[src/rtl/tile_seq_ctrl_if.sv]
// Plotter-side bus of the tile sequencer: playback request in, pixel stream and status out.
interface tile_seq_if;
  logic        start;
  logic [17:0] seq;
  logic [3:0]  level;
  logic [7:0]  x;
  logic [7:0]  y;
  logic [2:0]  colour;
  logic        plot;
  logic        busy;
  logic        done;
  logic [3:0]  tile_idx;

  modport master (
    output start, seq, level,
    input  x, y, colour, plot, busy, done, tile_idx
  );

  modport slave (
    input  start, seq, level,
    output x, y, colour, plot, busy, done, tile_idx
  );
endinterface

[src/rtl/tile_seq_ctrl.sv]
// Plays back up to nine 8x8 coloured tiles: draw, hold lit, erase, blank gap, per tile.
// Every output is a registered image of the state held during the previous cycle.
module tile_seq_ctrl #(
  parameter int HOLD_CYCLES = 12_500_000,
  parameter int GAP_CYCLES  = 6_250_000
) (
  input  logic      clk,
  input  logic      resetn,
  tile_seq_if.slave bus
);

  localparam int MAX_DLY = (HOLD_CYCLES > GAP_CYCLES) ? HOLD_CYCLES : GAP_CYCLES;
  localparam int DLY_W   = (MAX_DLY > 1) ? $clog2(MAX_DLY) : 1;
  localparam logic [DLY_W-1:0] HOLD_LAST = DLY_W'(HOLD_CYCLES - 1);
  localparam logic [DLY_W-1:0] GAP_LAST  = DLY_W'(GAP_CYCLES - 1);

  typedef enum logic [2:0] {IDLE, LOAD, DRAW, HOLD, ERASE, GAP, DONE} state_t;

  state_t           state_q;
  logic [17:0]      seq_q;
  logic [3:0]       lvl_q;
  logic [3:0]       tile_q;
  logic [5:0]       pix_q;
  logic [DLY_W-1:0] dly_q;
  logic             bx_q;
  logic             by_q;
  logic [2:0]       tcol_q;

  logic [7:0] x_q, y_q;
  logic [2:0] colour_q;
  logic       plot_q, busy_q, done_q;
  logic [3:0] tidx_q;

  logic [3:0] lvl_eff;
  logic [1:0] code;
  logic [7:0] x_d, y_d;
  logic [2:0] colour_d;
  logic       plot_d;

  always_comb begin
    lvl_eff  = (bus.level > 4'd9) ? 4'd9 : bus.level;
    code     = {seq_q[{tile_q, 1'b0}], seq_q[{tile_q, 1'b1}]};
    plot_d   = (state_q == DRAW) || (state_q == ERASE);
    x_d      = '0;
    y_d      = '0;
    colour_d = '0;
    if (plot_d) begin
      // Bases are 0 or 8, so base + p[2:0] never carries: the base is just bit 3.
      x_d      = {4'd0, bx_q, pix_q[2:0]};
      y_d      = {4'd0, by_q, pix_q[5:3]};
      colour_d = (state_q == DRAW) ? tcol_q : 3'd0;
    end
  end

  always_ff @(posedge clk or negedge resetn) begin
    if (!resetn) begin
      state_q  <= IDLE;
      seq_q    <= '0;
      lvl_q    <= '0;
      tile_q   <= '0;
      pix_q    <= '0;
      dly_q    <= '0;
      bx_q     <= 1'b0;
      by_q     <= 1'b0;
      tcol_q   <= '0;
      x_q      <= '0;
      y_q      <= '0;
      colour_q <= '0;
      plot_q   <= 1'b0;
      busy_q   <= 1'b0;
      done_q   <= 1'b0;
      tidx_q   <= '0;
    end else begin
      x_q      <= x_d;
      y_q      <= y_d;
      colour_q <= colour_d;
      plot_q   <= plot_d;
      busy_q   <= (state_q != IDLE);
      done_q   <= (state_q == DONE);
      tidx_q   <= tile_q;

      unique case (state_q)
        IDLE: begin
          if (bus.start) begin
            seq_q   <= bus.seq;
            lvl_q   <= lvl_eff;
            tile_q  <= '0;
            state_q <= (lvl_eff == 4'd0) ? DONE : LOAD;
          end
        end
        LOAD: begin
          bx_q    <= code[0];
          by_q    <= code[1];
          tcol_q  <= {1'b0, code} + 3'd1;
          pix_q   <= '0;
          state_q <= DRAW;
        end
        DRAW: begin
          pix_q <= pix_q + 6'd1;
          if (pix_q == 6'd63) state_q <= HOLD;
        end
        HOLD: begin
          if (dly_q == HOLD_LAST) begin
            dly_q   <= '0;
            state_q <= ERASE;
          end else begin
            dly_q <= dly_q + DLY_W'(1);
          end
        end
        ERASE: begin
          pix_q <= pix_q + 6'd1;
          if (pix_q == 6'd63) state_q <= GAP;
        end
        GAP: begin
          if (dly_q == GAP_LAST) begin
            dly_q <= '0;
            if (tile_q + 4'd1 < lvl_q) begin
              tile_q  <= tile_q + 4'd1;
              state_q <= LOAD;
            end else begin
              state_q <= DONE;
            end
          end else begin
            dly_q <= dly_q + DLY_W'(1);
          end
        end
        DONE:    state_q <= IDLE;
        default: state_q <= IDLE;
      endcase
    end
  end

  assign bus.x        = x_q;
  assign bus.y        = y_q;
  assign bus.colour   = colour_q;
  assign bus.plot     = plot_q;
  assign bus.busy     = busy_q;
  assign bus.done     = done_q;
  assign bus.tile_idx = tidx_q;

endmodule

[src/flat_wrapper.sv]
// flat-port wrapper written by rule: the top's interface ports become plain ports
module tile_seq_ctrl_flat 
#(
  parameter int HOLD_CYCLES = 12_500_000,
  parameter int GAP_CYCLES  = 6_250_000
)
  (clk, resetn, bus_start, bus_seq, bus_level, bus_x, bus_y, bus_colour, bus_plot, bus_busy, bus_done, bus_tile_idx);
  tile_seq_if bus_i ();
  input  logic clk;
  input  logic resetn;
  input wire logic [$bits(bus_i.start)-1:0] bus_start;
  input wire logic [$bits(bus_i.seq)-1:0] bus_seq;
  input wire logic [$bits(bus_i.level)-1:0] bus_level;
  output wire logic [$bits(bus_i.x)-1:0] bus_x;
  output wire logic [$bits(bus_i.y)-1:0] bus_y;
  output wire logic [$bits(bus_i.colour)-1:0] bus_colour;
  output wire logic [$bits(bus_i.plot)-1:0] bus_plot;
  output wire logic [$bits(bus_i.busy)-1:0] bus_busy;
  output wire logic [$bits(bus_i.done)-1:0] bus_done;
  output wire logic [$bits(bus_i.tile_idx)-1:0] bus_tile_idx;
  assign bus_i.start = bus_start;
  assign bus_i.seq = bus_seq;
  assign bus_i.level = bus_level;
  assign bus_x = bus_i.x;
  assign bus_y = bus_i.y;
  assign bus_colour = bus_i.colour;
  assign bus_plot = bus_i.plot;
  assign bus_busy = bus_i.busy;
  assign bus_done = bus_i.done;
  assign bus_tile_idx = bus_i.tile_idx;
  tile_seq_ctrl #(.HOLD_CYCLES(HOLD_CYCLES), .GAP_CYCLES(GAP_CYCLES)) u_core (.clk(clk), .resetn(resetn), .bus(bus_i));
endmodule
[config.mk]
export PLATFORM = sky130hd
export DESIGN_NAME = tile_seq_ctrl_flat
export DESIGN_NICKNAME = d
export VERILOG_FILES = /design/src/rtl/tile_seq_ctrl_if.sv /design/src/rtl/tile_seq_ctrl.sv /design/src/flat_wrapper.sv
export SDC_FILE = /design/constraint.sdc
export NUM_CORES = 1
export LEC_CHECK = 0
export BUFFER_PORTS_ARGS = -buffer_cell sky130_fd_sc_hd__clkbuf_2
export CORE_ASPECT_RATIO = 1.4
export CORE_MARGIN = 8
export CORE_UTILIZATION = 55
export CTS_CLUSTER_SIZE = 28
export DETAILED_ROUTE_END_ITERATION = 6
export PLACE_DENSITY = 0.8
export SETUP_SLACK_MARGIN = 0.15
export SLEW_MARGIN = 5
export SYNTH_ARGS = -nofsm -noshare
export SYNTH_HDL_FRONTEND = slang
export SYNTH_SLANG_ARGS = --single-unit
[constraint.sdc]
create_clock -name clk -period 4.2 [get_ports clk]
set_input_delay 0.21 -clock clk [delete_from_list [all_inputs] [get_ports clk]]
set_output_delay 0.21 -clock clk [all_outputs]
set_load 0.1 [all_outputs]
==> flow_metrics.py, run 1 <==
metrics = {
    "critical_path": {
        "reg2reg_to": "u_core.tile_q[0]",
        "setup.worst_path.end": "u_core.tile_q[0]",
        "path_max_fanout": 11,
        "critPathMaxStageDelay_ns": 0.63,
        "r2r_cells": 7,
        "crit_type": "register to register",
        "critical_path_buf_inv_count": 0,
        "crit_family": "flip-flops",
        "worst_path_max_delay_cell": "sky130_fd_sc_hd__dfrtp_1",
        "setup.worst_path.start": "u_core.tile_q[0]",
        "startpoint_type": "register",
        "critical_path_depth": 7,
        "required_time_of_the_critical_path_ns": 4.45,
        "timing.reg2reg.setup_slack_ns": 1.72,
        "worst_path_most_repeated_cell": "sky130_fd_sc_hd__ha_1",
        "kind_of_end_point_of_the_critical_path": "register",
        "crit-reg2reg-launch": "u_core.tile_q[0]",
        "critical_path.cell_chain": "ha_1, ha_1, a21boi_0, o211ai_1, nand3_1, a21oi_4, mux2_2",
        "arrival_ns": 2.73,
    },
    "clock_tree": {
        "clk_transition_reported_paths_ns": 0.08,
        "post_cts.repair.setup_buffers": 0,
        "htreeDepth": 3,
        "postCtsHoldBufs": 0,
        "clockRootBuffer": "sky130_fd_sc_hd__clkbuf_8",
        "worst_skew_pair.late_latency_ns": 0.36,
        "cts_num_sinks": 82,
        "numCtsBuffers": 9,
        "clockBufferDepth": 2,
        "post_cts_resized": 0,
        "tritoncts": "done",
    },
    "sta": {
        "period_share_pct": 58.98,
        "relative_max_transition_margin_pct": 33.67,
        "max_slew_violations": 0,
        "finalSetupTns_ns": 0,
        "fin_skew_ns": 0.009853,
        "grt_setup_unrepaired": "false",
        "hold_viol_final": 0,
        "finalCriticalPeriod_ns": 2.477,
        "timing_worst_slew_pin_value_ns": 0.9949,
        "fmax_mhz": 403.7,
        "report.final.setup_viol": 0,
    },
    "min_path": {
        "timing.hold.worst.class": "primary input to asynchronous set/reset pin",
    },
    "global_routing": {
        "vias_in_the_first_global_route": 2987,
        "antenna_found_initial": 0,
        "grt_max_degree": 83,
        "gr-total-overflow": 0,
        "grtUsageTotal_pct": 17.10,
        "grt_first_pass_wirelength_mm": 13.46,
    },
    "yosys": {
        "post_synthesis_mean_instance_area_um2": 9.841,
        "yosysTopAreaCell": "sky130_fd_sc_hd__dfrtp_1",
        "synth_sequential_area_ratio_pct": 52.13,
        "syn-instance-count": 400,
        "synth-async-reset-ratio_pct": 100.0,
        "synth.yosys.warnings": 0,
        "synth_edf_count": 0,
        "synth_area_leaders": "sky130_fd_sc_hd__dfrtp_1 (52%), sky130_fd_sc_hd__nand2_1 (9.1%), sky130_fd_sc_hd__xnor2_1 (3.1%)",
        "synth_flop_cell": "sky130_fd_sc_hd__dfrtp_1",
        "yosys_register_bits": 82,
        "yosysUniqueCellTypes": 51,
        "netlist_area_um2": 3936,
        "synth_top_cell_area_share_pct": 52.13,
    },
    "cells_and_area": {
        "final_layout_size_suffix_gt1_share_pct": 16.93,
        "final_layout_fill_cell_count": 605,
        "final_net_count": 470,
        "stdcell_area_um2": 4345,
        "num_antenna_cells": 0,
        "p_r_area_growth_vs_syn_pct": 10.39,
    },
    "place": {
        "detailed_place.area_um2": 4168,
        "io_buffers": 42,
        "routability_driven_placement_congestion_ratio": 0.8451,
        "post-dp-hpwl_mm": 5.539,
    },
    "status": {
        "run_status": "completed",
    },
    "drt": {
        "routed_wirelength_mm": 7.731,
        "drt_first_pass_iters": 4,
        "drtAntennaViolNets": 0,
        "dr_vias": 2937,
        "avgViaCountPerCell": 5.459,
        "route.detailed.wl_per_inst_um": 14.37,
        "drtIter0Drc": 129,
        "route.detailed.drc": 0,
    },
    "pwr": {
        "fin_total_pwr_w": 0.002977,
        "static-leakage-power_nw": 2.122,
        "power.density_cell_area_nw_per_um2": 685.0,
        "ir_drop_mv": 0.4565,
    },
    "floorplan": {
        "die_area_um2": 10160,
        "design.core.area_um2": 6937,
        "die_height_um": 116.1,
        "start_util_pct": 56.75,
        "die_x_um": 87.50,
        "io_count": 51,
        "fp-row-count": 36,
    },
    "job": {
        "drv_cap": 0,
    },
}
-- kinds of logic (layout without fill, tap and decap cells) --
group           after synthesis  count (layout)  share of synthesized area [%]
simple gates                198             198                          24.60
fa+ha+maj                     7               7                          2.225
xor+xnor                     22              22                          4.895
buf+inv                      34              70                          4.355
flops                        82              82                          52.13
mux                          11              11                          4.101
other cells                   1               8                        0.09527
compound gates               45              45                          7.598
-- sequential cells by signal, indices dropped and copies added (netlist names), 3 cells and up --
register,flops
u_core.tcol_q,3
u_core.state_q,3
u_core.seq_q,18
u_core.pix_q,6
u_core.bus.colour,3
u_core.dly_q,24
u_core.tile_q,4
u_core.bus.tile_idx,4
u_core.lvl_q,4
u_core.bus.x,4
u_core.bus.y,4
-- through the flow --
step           setup WS [ns]  utilization, %  instances  hold slack (ns)
2_1_floorplan          2.062               -        407         -0.08559
3_3_place_gp           1.805           60.08        522           0.4002
4_1_cts                1.694           62.64        538          0.01582
3_5_place_dp           1.713           60.08        522           0.4026
6_report               1.723           62.64        538          0.01384
5_1_grt                1.573           62.64        538          0.02329
-- worst min path at each step --
stage | cells past startpoint | start | to
global route | 3 | bus_seq[4] | u_core.seq_q[4]
detailed placement | 3 | bus_seq[9] | u_core.seq_q[9]
floorplan | 0 | resetn | u_core.bus.busy
finish | 1 | resetn | u_core.dly_q[11]
global placement | 3 | bus_seq[6] | u_core.seq_q[6]
CTS | 3 | bus_seq[7] | u_core.seq_q[7]
-- power by group --
| group | switching [W] | total [W] | internal (W) |
|---|---|---|---|
| Clock | 0.000286 | 0.000518 | 0.000232 |
| Combinational | 0.000872 | 0.00125 | 0.000374 |
| Sequential | 0.000196 | 0.00121 | 0.00102 |
-- metal layers --
metal  vias up  track usage [%]  wire, um  share of wire [%]
met2        57            28.70      3949                 51
li1       1432                -         -                  -
met1      1435            18.86      3288                 43
met5         -                0         0                  0
met3        13            4.577       279                3.6
met4         0            10.37       213                2.8
-- placed cells by master, fill, tap and decap left out, types with 10 or more instances in the layout --
| cell | count |
|---|---|
| sky130_fd_sc_hd__nand2_1 | 95 |
| sky130_fd_sc_hd__dfrtp_1 | 82 |
| sky130_fd_sc_hd__clkbuf_2 | 41 |
| sky130_fd_sc_hd__nor2_1 | 24 |
| sky130_fd_sc_hd__o21ai_0 | 20 |
| sky130_fd_sc_hd__and3_1 | 18 |
| sky130_fd_sc_hd__xnor2_1 | 14 |
| sky130_fd_sc_hd__nand3_1 | 13 |
| sky130_fd_sc_hd__inv_1 | 12 |
| sky130_fd_sc_hd__clkbuf_8 | 10 |
-- synth_stat cells (2+ instances only) --
cell / n
sky130_fd_sc_hd__nand2_1: 95
sky130_fd_sc_hd__dfrtp_1: 82
sky130_fd_sc_hd__nor2_1: 24
sky130_fd_sc_hd__o21ai_0: 20
sky130_fd_sc_hd__and3_1: 18
sky130_fd_sc_hd__xnor2_1: 14
sky130_fd_sc_hd__nand3_1: 13
sky130_fd_sc_hd__inv_1: 12
sky130_fd_sc_hd__buf_4: 8
sky130_fd_sc_hd__clkbuf_1: 8
sky130_fd_sc_hd__nand4_1: 8
sky130_fd_sc_hd__nor3_1: 8
sky130_fd_sc_hd__xor2_1: 8
sky130_fd_sc_hd__a21oi_1: 7
sky130_fd_sc_hd__ha_1: 7
sky130_fd_sc_hd__nor4_1: 7
sky130_fd_sc_hd__mux2i_1: 6
sky130_fd_sc_hd__or3_1: 6
sky130_fd_sc_hd__buf_2: 5
sky130_fd_sc_hd__mux4_2: 4
sky130_fd_sc_hd__a31oi_1: 3
sky130_fd_sc_hd__nand2b_1: 3
sky130_fd_sc_hd__or2_2: 3
sky130_fd_sc_hd__a21oi_4: 2
sky130_fd_sc_hd__nand3b_1: 2
sky130_fd_sc_hd__nor4_4: 2
-- final cells by class --
cell class                 instances  area (um^2)  share of cell area (%)
tap                               95        118.9                   2.735
inverter                          12        45.04                   1.037
clock buffer                      10        137.6                   3.167
timing repair buffer              42        212.7                   4.895
multi-input combinational        291         1739                   40.02
clock inverter                     6        40.04                  0.9214
sequential                        82         2052                   47.22
(Power assumes the default switching activity.)
==> run 2: changes to the inputs <==
--- a/config.mk
+++ b/config.mk
@@ -5,13 +5,14 @@
 export SDC_FILE = /design/constraint.sdc
 export NUM_CORES = 1
 export LEC_CHECK = 0
+export ABC_AREA = 1
 export BUFFER_PORTS_ARGS = -buffer_cell sky130_fd_sc_hd__clkbuf_2
 export CORE_ASPECT_RATIO = 1.4
 export CORE_MARGIN = 8
-export CORE_UTILIZATION = 55
+export CORE_UTILIZATION = 52
 export CTS_CLUSTER_SIZE = 28
 export DETAILED_ROUTE_END_ITERATION = 6
-export PLACE_DENSITY = 0.8
+export PLACE_DENSITY = 0.79
 export SETUP_SLACK_MARGIN = 0.15
 export SLEW_MARGIN = 5
 export SYNTH_ARGS = -nofsm -noshare
==> constraint.sdc (replaced) <==
create_clock -name clk -period 2.09 [get_ports clk]
set_input_delay 0.1045 -clock clk [delete_from_list [all_inputs] [get_ports clk]]
set_output_delay 0.1045 -clock clk [all_outputs]
set_load 0.1 [all_outputs]
==> run 2 against run 1 <==
  * Clock skew shrank 0.0032 ns
  * Total power grew 16%
  * Die area grew 11%
  * Worst hold slack is essentially flat
  * Fmax grew 29%
  * Clock-buffer cell count shrank 1
  * Area after synthesis grew 7.0%
  * Wire length grew 28%
  * Cell area grew 18%
  * Setup slack lost 1.6 ns
  * First-iteration DRC count grew 41%
  * Clock power grew to 3.3 times the previous value
  * Highest routed layer unchanged
==> flow_metrics.py, run 2 <==
metrics = {
    "critical_path": {
        "critPathMaxStageDelay_ns": 0.45,
        "critical_path_buf_inv_count": 2,
        "kind_of_end_point_of_the_critical_path": "register",
        "crit_type": "register to register",
        "worst_path_max_delay_cell": "sky130_fd_sc_hd__dfrtp_2",
        "critical_path.cell_chain": "nand3_2, xor2_2, inv_1, ha_1, a21oi_2, nand3_4, nand2_4, buf_4, nand3b_1, nand2_1",
        "arrival_ns": 2.20,
        "path_max_fanout": 5,
        "startpoint_type": "register",
        "crit_family": "simple AND/OR/NAND/NOR gates",
        "required_time_of_the_critical_path_ns": 2.36,
    },
    "drt": {
        "routed_wirelength_mm": 9.888,
        "detailroute.wirelength.met2_mm": 5.399,
        "route.detailed.wl_per_inst_um": 13.79,
        "dr_vias": 3691,
        "dr.max_layer_used": "met4",
        "drtIter0Drc": 182,
        "route.layer.met1.wl_mm": 3.880,
        "avgViaCountPerCell": 5.148,
        "drt_first_pass_iters": 4,
        "drtAntennaViolNets": 0,
        "route.detailed.drc": 0,
        "detailroute.wirelength.met3_um": 327,
    },
    "yosys": {
        "synth_area_leaders": "sky130_fd_sc_hd__dfrtp_1 (49%), sky130_fd_sc_hd__nand2_1 (14%), sky130_fd_sc_hd__inv_1 (6.1%)",
        "yosysTopAreaCell": "sky130_fd_sc_hd__dfrtp_1",
        "yosys.cell_count.top_type": "sky130_fd_sc_hd__nand2_1",
        "synth.yosys.warnings": 0,
        "synth-async-reset-ratio_pct": 100.0,
        "post_synthesis_mean_instance_area_um2": 7.857,
        "syn-instance-count": 536,
        "synth_commonest_cells": "sky130_fd_sc_hd__nand2_1 (154), sky130_fd_sc_hd__dfrtp_1 (82), sky130_fd_sc_hd__inv_1 (68)",
        "netlist_area_um2": 4212,
        "synth_flop_cell": "sky130_fd_sc_hd__dfrtp_1",
        "synth_top_cell_area_share_pct": 48.72,
        "synth_sequential_area_ratio_pct": 48.72,
        "yosys_register_bits": 82,
        "yosysUniqueCellTypes": 40,
        "synth_edf_count": 0,
    },
    "pwr": {
        "power.density_cell_area_nw_per_um2": 670.6,
        "static-leakage-power_nw": 2.749,
        "combinationalPowerShare_pct": 4.5,
        "power.sequential.fraction_pct": 46.0,
        "power_switching_w": 0.0007626,
        "clock_power_share_pct": 49.5,
        "switching_share_pct": 22.10,
        "intPower_w": 0.002688,
        "ir_drop_mv": 0.6788,
    },
    "clock_tree": {
        "clk_transition_reported_paths_ns": 0.06,
        "htreeDepth": 3,
        "clockBufferDepth": 2,
        "worst_skew_pair.late_latency_ns": 0.34,
        "clockRootBuffer": "sky130_fd_sc_hd__clkbuf_16",
        "numCtsBuffers": 9,
        "tritoncts": "done",
        "cts_num_sinks": 82,
    },
    "sta": {
        "fmax_mhz": 518.9,
        "fin_skew_ns": 0.006635,
        "post-route-worst-setup-slack_ns": 0.1629,
        "finalSetupTns_ns": 0,
        "report.final.setup_viol": 0,
        "max_slew_violations": 0,
        "relative_max_transition_margin_pct": 63.46,
        "hold_viol_final": 0,
        "timing_worst_slew_pin_value_ns": 0.5504,
        "grt_setup_unrepaired": "false",
        "finalCriticalPeriod_ns": 1.927,
        "period_share_pct": 92.21,
    },
    "global_routing": {
        "grt_max_degree": 48,
        "antenna_found_initial": 0,
        "vias_in_the_first_global_route": 3703,
        "gr-total-overflow": 0,
        "grtUsageTotal_pct": 18.16,
        "grt_first_pass_wirelength_mm": 16.53,
    },
    "floorplan": {
        "die_area_um2": 11280,
        "io_count": 51,
        "die_x_um": 92.06,
        "start_util_pct": 52.63,
        "design.core.area_um2": 8003,
        "die_height_um": 122.5,
        "fp-row-count": 39,
    },
    "cells_and_area": {
        "final_layout_size_suffix_gt1_share_pct": 17.89,
        "num_antenna_cells": 0,
        "finish.cell_count_without_fillers": 717,
        "p_r_area_growth_vs_syn_pct": 22.16,
        "largest_register": "u_core.dly_q",
        "max_reg_flops": 24,
        "most_frequent_standard_cell_in_the_layout_excluding_fill_and_tap_cells": "sky130_fd_sc_hd__nand2_1",
        "stdcell_area_um2": 5145,
        "top_regs": "u_core.dly_q: 24 flops, u_core.seq_q: 18 flops, u_core.pix_q: 6 flops",
        "final_net_count": 642,
        "most_used_cells_in_the_layout_excluding_fill_and_tap_cells": "sky130_fd_sc_hd__nand2_1 (152), sky130_fd_sc_hd__dfrtp_1 (80), sky130_fd_sc_hd__inv_1 (68)",
        "finalCoreUtilization_pct": 64.29,
    },
    "place": {
        "detailed_place.area_um2": 4532,
        "io_buffers": 42,
        "post-place-ws_ns": 0.1339,
        "post-dp-hpwl_mm": 6.837,
        "numPlacedInstances": 677,
        "routability_driven_placement_congestion_ratio": 0.9377,
    },
    "job": {
        "drv_cap": 0,
    },
    "status": {
        "run_status": "completed",
    },
    "min_path": {
        "timing.hold.worst.class": "primary input to register",
    },
}
-- run 2: changes by cell type in the layout (fill, tap and decap cells not counted), sizes merged, moves of 6 or more --
cell,before,now
inv,14,79
or3,6,0
buf,1,12
dlygate4sd3,0,19
nand3,13,49
and3,18,0
xnor2,14,2
nor2,25,67
nand2,95,161
mux2i,6,0
nor4,10,2
-- run 2: cell type report --
cell class,instances,area (um^2)
fillers,678,2858
flip-flops and latches,82,2054
multi-input cells,369,1851
repair buffers,72,498.0
inverters,76,290.3
clock buffers,9,225.2
well taps,102,127.6
clock inverters,7,98.84
-- run 2: per-stage QoR --
stage	hold slack (ns)	power, W
6_report	0.01398	0.003450
5_1_grt	0.03181	0.003549
4_1_cts	0.01316	0.003471
3_5_place_dp	0.08476	0.001743
3_3_place_gp	0.08290	0.001741
2_1_floorplan	-0.1911	0.001694
-- run 2: power groups by stage --
stage	Sequential, W	Clock (W)	Combinational (W)
2_1_floorplan	0.00162	0	0.0000768
3_3_place_gp	0.00162	0	0.000125
3_5_place_dp	0.00162	0	0.000126
4_1_cts	0.00159	0.00173	0.000154
5_1_grt	0.00159	0.00180	0.000167
6_report	0.00159	0.00171	0.000155
-- run 2: repair_timing --
| action | in CTS | in global routing |
|---|---|---|
| endpoints found under the setup margin | 4 | 14 |
| pin swaps | 0 | 1 |
| setup buffers | 0 | 5 |
| endpoints found under the hold margin | 53 | 0 |
| hold buffers | 19 | 0 |
| resized for setup | 2 | 14 |
-- run 2: final timing paths --
| kind | startpoint | endpoint | slack [ns] | cells after the start |
|---|---|---|---|---|
| setup / recovery | u_core.tile_q[2] | u_core.tile_q[1] | 0.16 | 10 |
| hold / removal | bus_level[2] | u_core.lvl_q[2] | 0.01 | 3 |
| setup reg to reg | u_core.tile_q[2] | u_core.tile_q[1] | 0.16 | 10 |
| hold reg to reg | u_core.seq_q[17] | u_core.seq_q[17] | 0.48 | 2 |
| max in group asynchronous | resetn | u_core.tile_q[2] | 1.21 | 3 |
| min in group asynchronous | resetn | u_core.dly_q[10] | 0.26 | 2 |
-- run 2: cell families after synthesis --
kind of cell             synth area share, %
buffers and inverters                  9.299
other                                0.08904
AO/OA/AOI/OAI                          7.071
flip-flops                             48.72
XOR/XNOR                               2.080
AND/OR/NAND/NOR                        30.66
adder cells (fa/ha/maj)                2.080
-- run 2: tightest hold or removal path, stage by stage --
cell                       delay, ns
sky130_fd_sc_hd__clkbuf_2       0.09
sky130_fd_sc_hd__nand2_1        0.05
sky130_fd_sc_hd__o21ai_1        0.06
-- run 2: layer usage --
layer / vias up / global-route usage, %
li1: 1813 / -
met1: 1768 / 19.26
met2: 85 / 33.41
met3: 25 / 3.856
met4: 0 / 8.696
met5: - / 0
==> run 3: changes to the inputs <==
--- a/config.mk
+++ b/config.mk
@@ -8,7 +8,7 @@
 export ABC_AREA = 1
 export BUFFER_PORTS_ARGS = -buffer_cell sky130_fd_sc_hd__clkbuf_2
 export CORE_ASPECT_RATIO = 1.4
-export CORE_MARGIN = 8
+export CORE_MARGIN = 4
 export CORE_UTILIZATION = 52
 export CTS_CLUSTER_SIZE = 28
 export DETAILED_ROUTE_END_ITERATION = 6
==> run 3 against run 2 <==
  * Clock skew increased by 0.0022 ns
  * Critical path type unchanged
  * Sequential power about the same
  * Largest cell class unchanged
  * Combinational power about the same
  * Global-route usage increased by 3.0 points
==> flow_metrics.py, run 3 (synthesized netlist as in run 2, its figures left out) <==
metrics = {
    "status": {
        "run_status": "completed",
    },
    "drt": {
        "avgViaCountPerCell": 5.123,
        "routed_wirelength_mm": 9.737,
        "drtIter0Drc": 152,
        "drt_first_pass_iters": 6,
        "dr_vias": 3678,
        "route.detailed.drc": 0,
        "route.detailed.wl_per_inst_um": 13.56,
        "drtAntennaViolNets": 0,
    },
    "global_routing": {
        "antenna_found_initial": 0,
        "grt_max_degree": 43,
        "vias_in_the_first_global_route": 3770,
        "grt_first_pass_wirelength_mm": 16.56,
        "grtUsageTotal_pct": 21.19,
        "gr-total-overflow": 0,
    },
    "floorplan": {
        "die_height_um": 114.5,
        "fp-row-count": 38,
        "die_area_um2": 9624,
        "io_count": 51,
        "start_util_pct": 53.68,
        "design.core.area_um2": 7845,
        "die_x_um": 84.06,
    },
    "sta": {
        "holdWs_ns": 0.05266,
        "relative_max_transition_margin_pct": 63.21,
        "hold_viol_final": 0,
        "fin_skew_ns": 0.008824,
        "finalCriticalPeriod_ns": 1.929,
        "report.final.setup_viol": 0,
        "period_share_pct": 92.28,
        "max_slew_violations": 0,
        "timing_worst_slew_pin_value_ns": 0.5518,
        "finalSetupTns_ns": 0,
        "grt_setup_unrepaired": "true",
        "fmax_mhz": 518.5,
    },
    "cells_and_area": {
        "final_net_count": 645,
        "largest_register": "u_core.dly_q",
        "top_regs": "u_core.dly_q: 24 flops, u_core.seq_q: 18 flops, u_core.pix_q: 6 flops",
        "most_frequent_standard_cell_in_the_layout_excluding_fill_and_tap_cells": "sky130_fd_sc_hd__nand2_1",
        "num_antenna_cells": 0,
        "p_r_area_growth_vs_syn_pct": 20.11,
        "sequential_standard_cell_area_um2": 2054,
        "most_used_cells_in_the_layout_excluding_fill_and_tap_cells": "sky130_fd_sc_hd__nand2_1 (153), sky130_fd_sc_hd__dfrtp_1 (80), sky130_fd_sc_hd__inv_1 (67)",
        "multiInputGateArea_um2": 1851,
        "max_reg_flops": 24,
        "final_layout_size_suffix_gt1_share_pct": 17.80,
        "final_layout_fill_cell_count": 658,
    },
    "critical_path": {
        "startpoint_type": "register",
        "kind_of_end_point_of_the_critical_path": "register",
        "crit_family": "simple AND/OR/NAND/NOR gates",
        "critical_path.cell_chain": "ha_2, or2_2, nand2_1, ha_1, nand3_2, nand2_1, nand2_1, nand3_1, nand3_1, nand2_1",
        "arrival_ns": 2.19,
        "path_max_fanout": 4,
        "required_time_of_the_critical_path_ns": 2.35,
        "crit_type": "register to register",
        "worst_path_most_repeated_cell": "sky130_fd_sc_hd__nand2_1",
        "worst_path_max_delay_cell": "sky130_fd_sc_hd__dfrtp_1",
        "critical_path_buf_inv_count": 0,
        "critPathMaxStageDelay_ns": 0.43,
    },
    "clock_tree": {
        "clk_transition_reported_paths_ns": 0.09,
        "cts_num_sinks": 82,
        "worst_skew_pair.late_latency_ns": 0.36,
        "tritoncts": "done",
        "numCtsBuffers": 9,
        "clockRootBuffer": "sky130_fd_sc_hd__clkbuf_8",
        "clockBufferDepth": 2,
        "htreeDepth": 3,
    },
    "place": {
        "routability_driven_placement_congestion_ratio": 0.9572,
        "post-dp-hpwl_mm": 6.815,
        "io_buffers": 42,
    },
    "pwr": {
        "clock_power_share_pct": 41.2,
        "combinationalPowerShare_pct": 5.3,
        "switching_share_pct": 25.49,
        "static-leakage-power_nw": 2.700,
        "power.sequential.fraction_pct": 53.5,
        "power_switching_w": 0.0007553,
        "ir_drop_mv": 0.4113,
        "intPower_w": 0.002207,
        "power.density_cell_area_nw_per_um2": 585.7,
    },
    "job": {
        "drv_cap": 0,
    },
    "min_path": {
        "timing.hold.worst.class": "primary input to register",
    },
}
[run 3: cell types whose count changed in the layout (fill, tap and decap cells not counted), sizes merged]
cell / before / now
inv: 79 / 78
dlygate4sd3: 19 / 21
buf: 12 / 13
bufinv: 2 / 1
clkinv: 1 / 3
[run 3: path summary, 6_finish.rpt]
path / from / to / slack (ns) / cells after the start
worst max-delay path: u_core.tile_q[0] / u_core.state_q[2] / 0.16 / 10
worst min-delay path: bus_level[3] / u_core.lvl_q[2] / 0.05 / 4
worst max register to register: u_core.tile_q[0] / u_core.state_q[2] / 0.16 / 10
worst min register to register: u_core.bx_q / u_core.bx_q / 0.49 / 2
max in group asynchronous: resetn / u_core.seq_q[1] / 1.25 / 3
min in group asynchronous: resetn / u_core.dly_q[6] / 0.27 / 2
[run 3: power by group through the flow]
stage / Clock, W / Sequential, W / Combinational (W)
after floorplan: 0 / 0.00162 / 0.0000768
after global placement: 0 / 0.00162 / 0.000126
after detailed placement: 0 / 0.00162 / 0.000127
after CTS: 0.00123 / 0.00158 / 0.000158
after global routing: 0.00131 / 0.00159 / 0.000172
final: 0.00122 / 0.00158 / 0.000158
[run 3: layout make-up]
type / instances / share of cell area (%)
Timing Repair Buffer: 75 / 10.39
Sequential cell: 82 / 40.61
Clock buffer: 9 / 2.449
Multi-Input combinational cell: 369 / 36.58
Inverter: 76 / 5.738
Clock inverter: 7 / 1.756
Tap cell: 100 / 2.473
[run 3: what timing repair did]
action | 4_1_cts | 5_1_grt
pin swaps | 0 | 3
gates resized for setup | 2 | 13
hold endpoints to repair | 60 | 0
endpoints found under the setup margin | 4 | 25
hold buffers | 21 | 0
setup buffers | 3 | 3
[run 3: per-layer routing]
layer	GRT usage, %	routed length [um]
met5	0	0
met4	11.27	403
met3	4.176	401
met2	38.41	5205
met1	23.14	3727
[run 3: stage by stage]
| step | setup slack (ns) | total power (W) | utilization (%) | area, um^2 | cells |
|---|---|---|---|---|---|
| after global routing | 0.05695 | 0.003069 | 64.48 | 5059 | 718 |
| final | 0.1613 | 0.002963 | 64.48 | 5059 | 718 |
| after floorplan | 0.2346 | 0.001694 | - | 4240 | 543 |
| after CTS | 0.1547 | 0.002975 | 63.46 | 4979 | 715 |
| after global placement | 0.2024 | 0.001743 | 57.74 | 4529 | 675 |
| after detailed placement | 0.1085 | 0.001744 | 57.74 | 4529 | 675 |
[run 3: tightest hold or removal path, cell delays in order]
cell and delay [ns]:
sky130_fd_sc_hd__clkbuf_2 0.10, sky130_fd_sc_hd__nor2_1 0.06, sky130_fd_sc_hd__nand2_1 0.05, sky130_fd_sc_hd__o21ai_1 0.06
